### src/rtl/params_e213.sv
// Shared constants for the rate-1/2, K=4 convolutional code (encoder and decoder).
//   CodeN / CodeK / CodeM : code symbols per step (n), input bits per step (k), memory (m)
//   G0 / G1               : generator taps, MSB applies to the current input bit u,
//                           lower bits apply to S[0], S[1], S[2] in that order
//   enc_state_e           : FSM encoding shared with the decoder
package params_e213;

    localparam int unsigned CodeN = 2;
    localparam int unsigned CodeK = 1;
    localparam int unsigned CodeM = 3;

    localparam logic [CodeM:0] G0 = 4'b1101;  // octal 15
    localparam logic [CodeM:0] G1 = 4'b1111;  // octal 17

    typedef enum logic [1:0] {
        IDLE = 2'd0,
        DATA = 2'd1,
        TAIL = 2'd2
    } enc_state_e;

endpackage

### src/rtl/conv_enc_213_core.sv
// Combinational encoder step: (u, S) -> (c0, c1, next S).
//   u      : current information (or tail zero) bit
//   s      : shift register, s[0] newest
//   c0, c1 : code bits from generators G0 and G1
//   next_s : shift register after u is shifted in
module conv_enc_213_core
    import params_e213::*;
(
    input  logic             u,
    input  logic [CodeM-1:0] s,
    output logic             c0,
    output logic             c1,
    output logic [CodeM-1:0] next_s
);

    logic [CodeM:0] taps;

    always_comb begin
        // taps line up with the generator masks: u in the MSB, then S[0], S[1], S[2]
        taps        = '0;
        taps[CodeM] = u;
        for (int i = 0; i < CodeM; i++) begin
            taps[CodeM-1-i] = s[i];
        end
        c0     = ^(taps & G0);
        c1     = ^(taps & G1);
        next_s = {s[CodeM-2:0], u};
    end

endmodule

### src/rtl/conv_encoder_213.sv
// Rate-1/2 convolutional encoder with zero-tail termination and a registered,
// ready/valid output stage.
//   clock, reset        : clock and synchronous active-high reset
//   in_bit, in_valid,
//   in_last, in_ready   : information bit stream; in_last marks a frame's final bit
//   Tx, Tx_valid,
//   Tx_ready, Tx_last   : code symbol {c0,c1} (c0 on Tx[1]); Tx_last on the final tail symbol
//   busy                : frame in progress
module conv_encoder_213
    import params_e213::*;
#(
    parameter int unsigned n = CodeN,
    parameter int unsigned k = CodeK,
    parameter int unsigned m = CodeM
) (
    input  logic         clock,
    input  logic         reset,
    input  logic [k-1:0] in_bit,
    input  logic         in_valid,
    input  logic         in_last,
    output logic         in_ready,
    output logic [n-1:0] Tx,
    output logic         Tx_valid,
    input  logic         Tx_ready,
    output logic         Tx_last,
    output logic         busy
);

    localparam logic [1:0] TailLast = 2'(m - 1);

    enc_state_e     state_q, state_d;
    logic [m-1:0]   s_q, s_d;
    logic [1:0]     tail_cnt_q, tail_cnt_d;
    logic [n-1:0]   tx_q, tx_d;
    logic           tx_valid_q, tx_valid_d;
    logic           tx_last_q, tx_last_d;

    logic           load_ok;
    logic           accept;
    logic           tail_step;
    logic           u;
    logic           c0, c1;
    logic [m-1:0]   next_s;

    // Output register is free when empty or being drained this cycle.
    assign load_ok   = !tx_valid_q || Tx_ready;
    assign in_ready  = (state_q != TAIL) && load_ok;
    assign accept    = in_valid && in_ready;
    assign tail_step = (state_q == TAIL) && load_ok;
    assign u         = tail_step ? 1'b0 : in_bit[0];

    conv_enc_213_core u_core (
        .u      (u),
        .s      (s_q),
        .c0     (c0),
        .c1     (c1),
        .next_s (next_s)
    );

    always_comb begin
        state_d    = state_q;
        s_d        = s_q;
        tail_cnt_d = tail_cnt_q;
        tx_d       = tx_q;
        tx_valid_d = tx_valid_q;
        tx_last_d  = tx_last_q;

        if (accept) begin
            s_d        = next_s;
            tx_d       = '0;
            tx_d[1]    = c0;
            tx_d[0]    = c1;
            tx_valid_d = 1'b1;
            tx_last_d  = 1'b0;
            tail_cnt_d = 2'd0;
            state_d    = in_last ? TAIL : DATA;
        end else if (tail_step) begin
            s_d        = next_s;
            tx_d       = '0;
            tx_d[1]    = c0;
            tx_d[0]    = c1;
            tx_valid_d = 1'b1;
            tx_last_d  = (tail_cnt_q == TailLast);
            if (tail_cnt_q == TailLast) begin
                tail_cnt_d = 2'd0;
                state_d    = IDLE;
            end else begin
                tail_cnt_d = tail_cnt_q + 2'd1;
            end
        end else if (Tx_ready) begin
            // Symbol drained with nothing new to load: Tx keeps its last value.
            tx_valid_d = 1'b0;
            tx_last_d  = 1'b0;
        end
    end

    always_ff @(posedge clock) begin
        if (reset) begin
            state_q    <= IDLE;
            s_q        <= '0;
            tail_cnt_q <= 2'd0;
            tx_q       <= '0;
            tx_valid_q <= 1'b0;
            tx_last_q  <= 1'b0;
        end else begin
            state_q    <= state_d;
            s_q        <= s_d;
            tail_cnt_q <= tail_cnt_d;
            tx_q       <= tx_d;
            tx_valid_q <= tx_valid_d;
            tx_last_q  <= tx_last_d;
        end
    end

    assign Tx       = tx_q;
    assign Tx_valid = tx_valid_q;
    assign Tx_last  = tx_last_q;
    assign busy     = (state_q != IDLE);

endmodule
### config.mk
export PLATFORM = sky130hd
export DESIGN_NAME = conv_encoder_213
export DESIGN_NICKNAME = d
export VERILOG_FILES = /design/src/rtl/params_e213.sv /design/src/rtl/conv_enc_213_core.sv /design/src/rtl/conv_encoder_213.sv
export SDC_FILE = /design/constraint.sdc
export NUM_CORES = 1
export LEC_CHECK = 0
export ABC_CLOCK_PERIOD_IN_PS = 2600
export CORE_MARGIN = 3
export CORE_UTILIZATION = 35
export DETAILED_ROUTE_END_ITERATION = 10
export DONT_BUFFER_PORTS = 1
export PLACE_DENSITY = 0.56
export SETUP_SLACK_MARGIN = 0.05
export SYNTH_ARGS = -nofsm -noshare
export SYNTH_HDL_FRONTEND = slang
export SYNTH_SLANG_ARGS = --single-unit
### constraint.sdc
create_clock -name clock -period 2.6 [get_ports clock]
set_input_delay 0.78 -clock clock [delete_from_list [all_inputs] [get_ports clock]]
set_output_delay 0.78 -clock clock [all_outputs]
set_load 0.1 [all_outputs]
* After elaboration in Yosys (flattened, before gate mapping)
Cells that the tools add are included.
Cells by class: equality and inequality tests 3, muxes and demuxes 14, reductions and logical operators 14, add/subtract/negate cells 1
Operators with widths (number):
- $mux 2 | 7
- $reduce_bool 2->1 | 4
- $reduce_xor 4->1 | 2
- $mux 3 | 2
- $mux 1 | 5
- $eq 2x2->1 const B | 2
- $logic_and 1x1->1 | 3
- $reduce_bool 3->1 | 1
- $add 2x1->2 const B | 1
- $ne 2x2->1 const B | 1
- $reduce_and 2->1 | 1
- $reduce_or 2->1 | 1
- $logic_not 1->1 | 1
- $logic_or 1x1->1 | 1
Storage, ports and cells: logic and storage cells 38, input port bits 6, output and inout bits 6, bits in registers 11

* Depth between registers and ports, before layout
depth after elaboration 7, mapped depth 4, gate-level depth less buffers 4

* Hierarchy
From an unflattened synthesis, not the netlist that was laid out.
Second synthesis, totals: cells, all modules 64, area total of the unflattened synthesis 618.1 um^2
By module, submodules not included:
- conv_encoder_213 | cells each 57, area an instance 553.0 um^2, seq. area each 220.2 um^2, instances 1
- conv_enc_213_core | cells each 7, area an instance 65.1 um^2, seq. area each 0.0 um^2, instances 1

* Worst setup path before layout
No wires, ideal clock.
path type reg-to-output, from reg tx_valid_q (netlist: Tx_valid), to out in_ready, required time 1820 ps, arrival 2311 ps, cell stages (with the launch flop) 3, slack -491 ps, path buffers 0, cell sequence dfxtp_1 > nor2b_2 > nor2_1
On the way: word-level cells in the longest chain between the ends 3
Ends and longest elaborated chain:
- start: declaration | line conv_encoder_213.sv:35 | logic tx_valid_q, tx_valid_d;
- start signal: assignment | line conv_encoder_213.sv:110 | tx_valid_q <= tx_valid_d;
- $logic_not 1->1 | line conv_encoder_213.sv:46 | assign load_ok = !tx_valid_q || Tx_ready;
- $logic_or 1x1->1 | line conv_encoder_213.sv:46
- $logic_and 1x1->1 | line conv_encoder_213.sv:47 | assign in_ready = (state_q != TAIL) && load_ok;
- end: declaration | line conv_encoder_213.sv:21 | output logic in_ready,
Every way passes these cells.

* Worst setup path in the final report
from reg state_q[1], to out in_ready
On the way: word-level cells in the longest chain between the ends 2
Ends and longest elaborated chain:
- start: declaration | line conv_encoder_213.sv:31 | enc_state_e state_q, state_d;
- start signal: assignment | line conv_encoder_213.sv:106 | state_q <= state_d;
- $ne 2x2->1 | line conv_encoder_213.sv:47
- $logic_and 1x1->1 | line conv_encoder_213.sv:47
Every way passes these cells.

==> impl_metrics.ini <==
[setup_path]
critical_path.n_buffers_inverters = 1
setup.worst_path.class = flip-flop to output pin
critical_path.endpoint_type = output pin
start_kind = flip-flop
worstPathMaxFanout = 4
timing.critical_path.max_delay_family = simple AND/OR/NAND/NOR gates
cp_cell_sequence = nor2b_1 -> nor2_4 -> buf_4
cp_data_arrival_time_ns = 1.31
crit_path_max_incr_delay_ns = 0.40
critPathSlowestCell = dfxtp_1
cp.required_ns = 1.82

[clocking]
cts_hold_repair.buffers = 0
clk_pin_slew_worst_paths_ns = 0.07
post-cts-setup-buffer-count = 0
cts_resized = 0
tritoncts_clock_tree = yes
cts_inserted_buffers = 3
clk_latency_ns = 0.26
clock_tree.buffer_depth = 2
clk_root_buffer_cell = clkbuf_4
cts.sinks = 11
cts-htree-levels = 1

[grt]
globalRouteOverflowTotal = 0
grt_first_pass_wirelength_mm = 1.68
pin_count_of_the_biggest_net_entering_global_routing = 12
grt.total_usage_pct = 11.6
grt_antenna_before_repair = 0
via_count_of_the_first_global_routing_pass = 392

[run]
maxCapViolCount = 0

[sta]
worst_slew_pin_slew_ns = 0.509
rsz0062_at_grt = false
maxSlewHeadroom_pct = 66.3
post_route_hold_slack_ns = 0.515
final.period_utilization_pct = 80.5
min_period_ns = 2.09
slew_viol_final = 0
hold_viol_final = 0
endpoints_failing_setup = 0
clock-skew-final_ns = 0.000694
fmax_ghz = 0.478
setup_total_negative_slack_ns = 0

[power]
vdd_drop_max_uv = 331
leakagePower_nw = 0.257
power.density_cell_area_nw_per_um2 = 669

[cells_and_area]
area.growth.synth_to_final_pct = 17.2
insertedDiodeCount = 0
num-nets-final = 71
post_route_cells_drive_above_1_share_pct = 29.7

[yosys]
synth.avg_cell_area_um2 = 9.94
netlist-cell-type-count = 25
syn_nets = 61
cell_area_after_synthesis_um2 = 547
yosys_register_bits = 11
yosysSeqAreaShare_pct = 40.3
cell_count_after_synthesis = 55
synth.yosys.warnings = 0

[route]
wirelength_um = 969
avgViaCountPerCell = 5.22
detail_route.first_pass.iterations = 4
detail_route.iter0.violations = 8
detailroute.via_count = 412
avgRoutedWirePerCell_um = 12.3
drc_errors = 0
final_antenna_net_count = 0

[run_status]
status = complete, no violations

[placement]
number_of_port_buffers = 0
routability_congestion_estimate_from_global_placement = 0.742
detailed_placement_wirelength_estimate_um = 733

[die]
initial_utilization_pct = 39.5
die_area_um2 = 2070
die_y_um = 45.5
row_count = 13
io-pin-count = 12
total_core_area_um2 = 1380
die_w_um = 45.5

[worst_hold_path]
hold_class = flip-flop to flip-flop
## area by class of cell
type | count | area [um^2]
repair buffers | 6 | 45.0
clock buffers | 4 | 26.3
well taps | 15 | 18.8
fillers | 137 | 742
flip-flops and latches | 11 | 220
inverters | 1 | 3.75
multi-input cells | 42 | 327
## sequential cells by signal, indices dropped and copies added (netlist names)
register    count
Tx              2
Tx_valid        1
Tx_last         1
s_q             3
tail_cnt_q      2
state_q         2
## routing by layer
metal	global-route usage, %	vias up	share of wire, %	wire length [um]
met5	0	-	0	0
met4	5.26	0	1.2	12
met3	6.32	2	6.7	65
met2	16.2	8	43	416
met1	14.4	187	49	474
li1	-	215	-	-
## logic make-up (layout without fill, tap and decap cells)
group / after synthesis / in the layout / synth area share, %
simple gates: 24 / 24 / 27.0
flops: 11 / 11 / 40.3
compound gates: 11 / 11 / 15.1
xor+xnor: 2 / 2 / 7.09
mux: 5 / 5 / 9.15
buf+inv: 2 / 11 / 1.37
## per-stage QoR
stage / power (mW) / cells / worst slack, ns / util, % / instance area [um^2]
finish: 0.429 / 79 / 0.506 / 46.3 / 641
global route: 0.451 / 79 / 0.433 / 46.3 / 641
global placement: 0.319 / 75 / 0.597 / 44.4 / 614
detailed placement: 0.320 / 75 / 0.579 / 44.4 / 614
CTS: 0.437 / 79 / 0.478 / 46.3 / 641
floorplan: 0.304 / 55 / 0.123 / - / 554
## synth_stat cells (all sizes together)
| master | instances | area, um^2 |
|---|---|---|
| inv | 1 | 3.75 |
| a211oi | 3 | 27.5 |
| mux2i | 5 | 50.1 |
| a2bb2oi | 1 | 8.76 |
| nor2 | 8 | 32.5 |
| clkbuf | 1 | 3.75 |
| xnor2 | 1 | 16.3 |
| or2 | 1 | 6.26 |
| nand2 | 2 | 7.51 |
| nand3b | 1 | 7.51 |
| and3 | 1 | 7.51 |
| o21ai | 3 | 15.0 |
| a21oi | 4 | 31.3 |
| nor3b | 1 | 7.51 |
| nor2b | 4 | 27.5 |
| nor3 | 4 | 31.3 |
| dfxtp | 11 | 220 |
| xnor3 | 1 | 22.5 |
| nand2b | 2 | 20.0 |
## worst reg2reg max path, stage by stage, from the launching register on
cell and delay, ns:
dfxtp_1 0.31, nor2b_2 0.17, buf_4 0.17, nor3_4 0.33, mux2i_1 0.23, nor3_1 0.05
## worst paths after layout
kind	endpoint	start	slack, ns	depth (start not counted)
worst max register to register	s_q[0]$_SDFFE_PP0P_	Tx_valid$_SDFFE_PP0P_	1.24	5
worst min register to register	tail_cnt_q[1]$_SDFFE_PP0P_	tail_cnt_q[0]$_SDFFE_PP0P_	0.52	2
worst min-delay path	tail_cnt_q[1]$_SDFFE_PP0P_	tail_cnt_q[0]$_SDFFE_PP0P_	0.52	2
worst max-delay path	in_ready	state_q[1]$_SDFFE_PP0P_	0.51	3
## cells in the final DEF, fill, tap and decap left out, types with 2 or more instances in the layout
master | Yosys | layout
dfxtp_1 | 11 | 11
buf_4 | 0 | 6
clkbuf_4 | 0 | 3
a21oi_1 | 3 | 3
o21ai_0 | 3 | 3
nand2_1 | 2 | 2
mux2i_1 | 5 | 5
a211oi_1 | 2 | 2
nor2_1 | 7 | 6
nor2b_1 | 3 | 3
nor3_1 | 3 | 3
## power breakdown
group          total (mW)  switching [mW]  internal (mW)
registers           0.186         0.00781          0.178
logic               0.129          0.0915         0.0376
clock network       0.113          0.0539         0.0593
No activity file was read; power rests on OpenSTA's default activity.
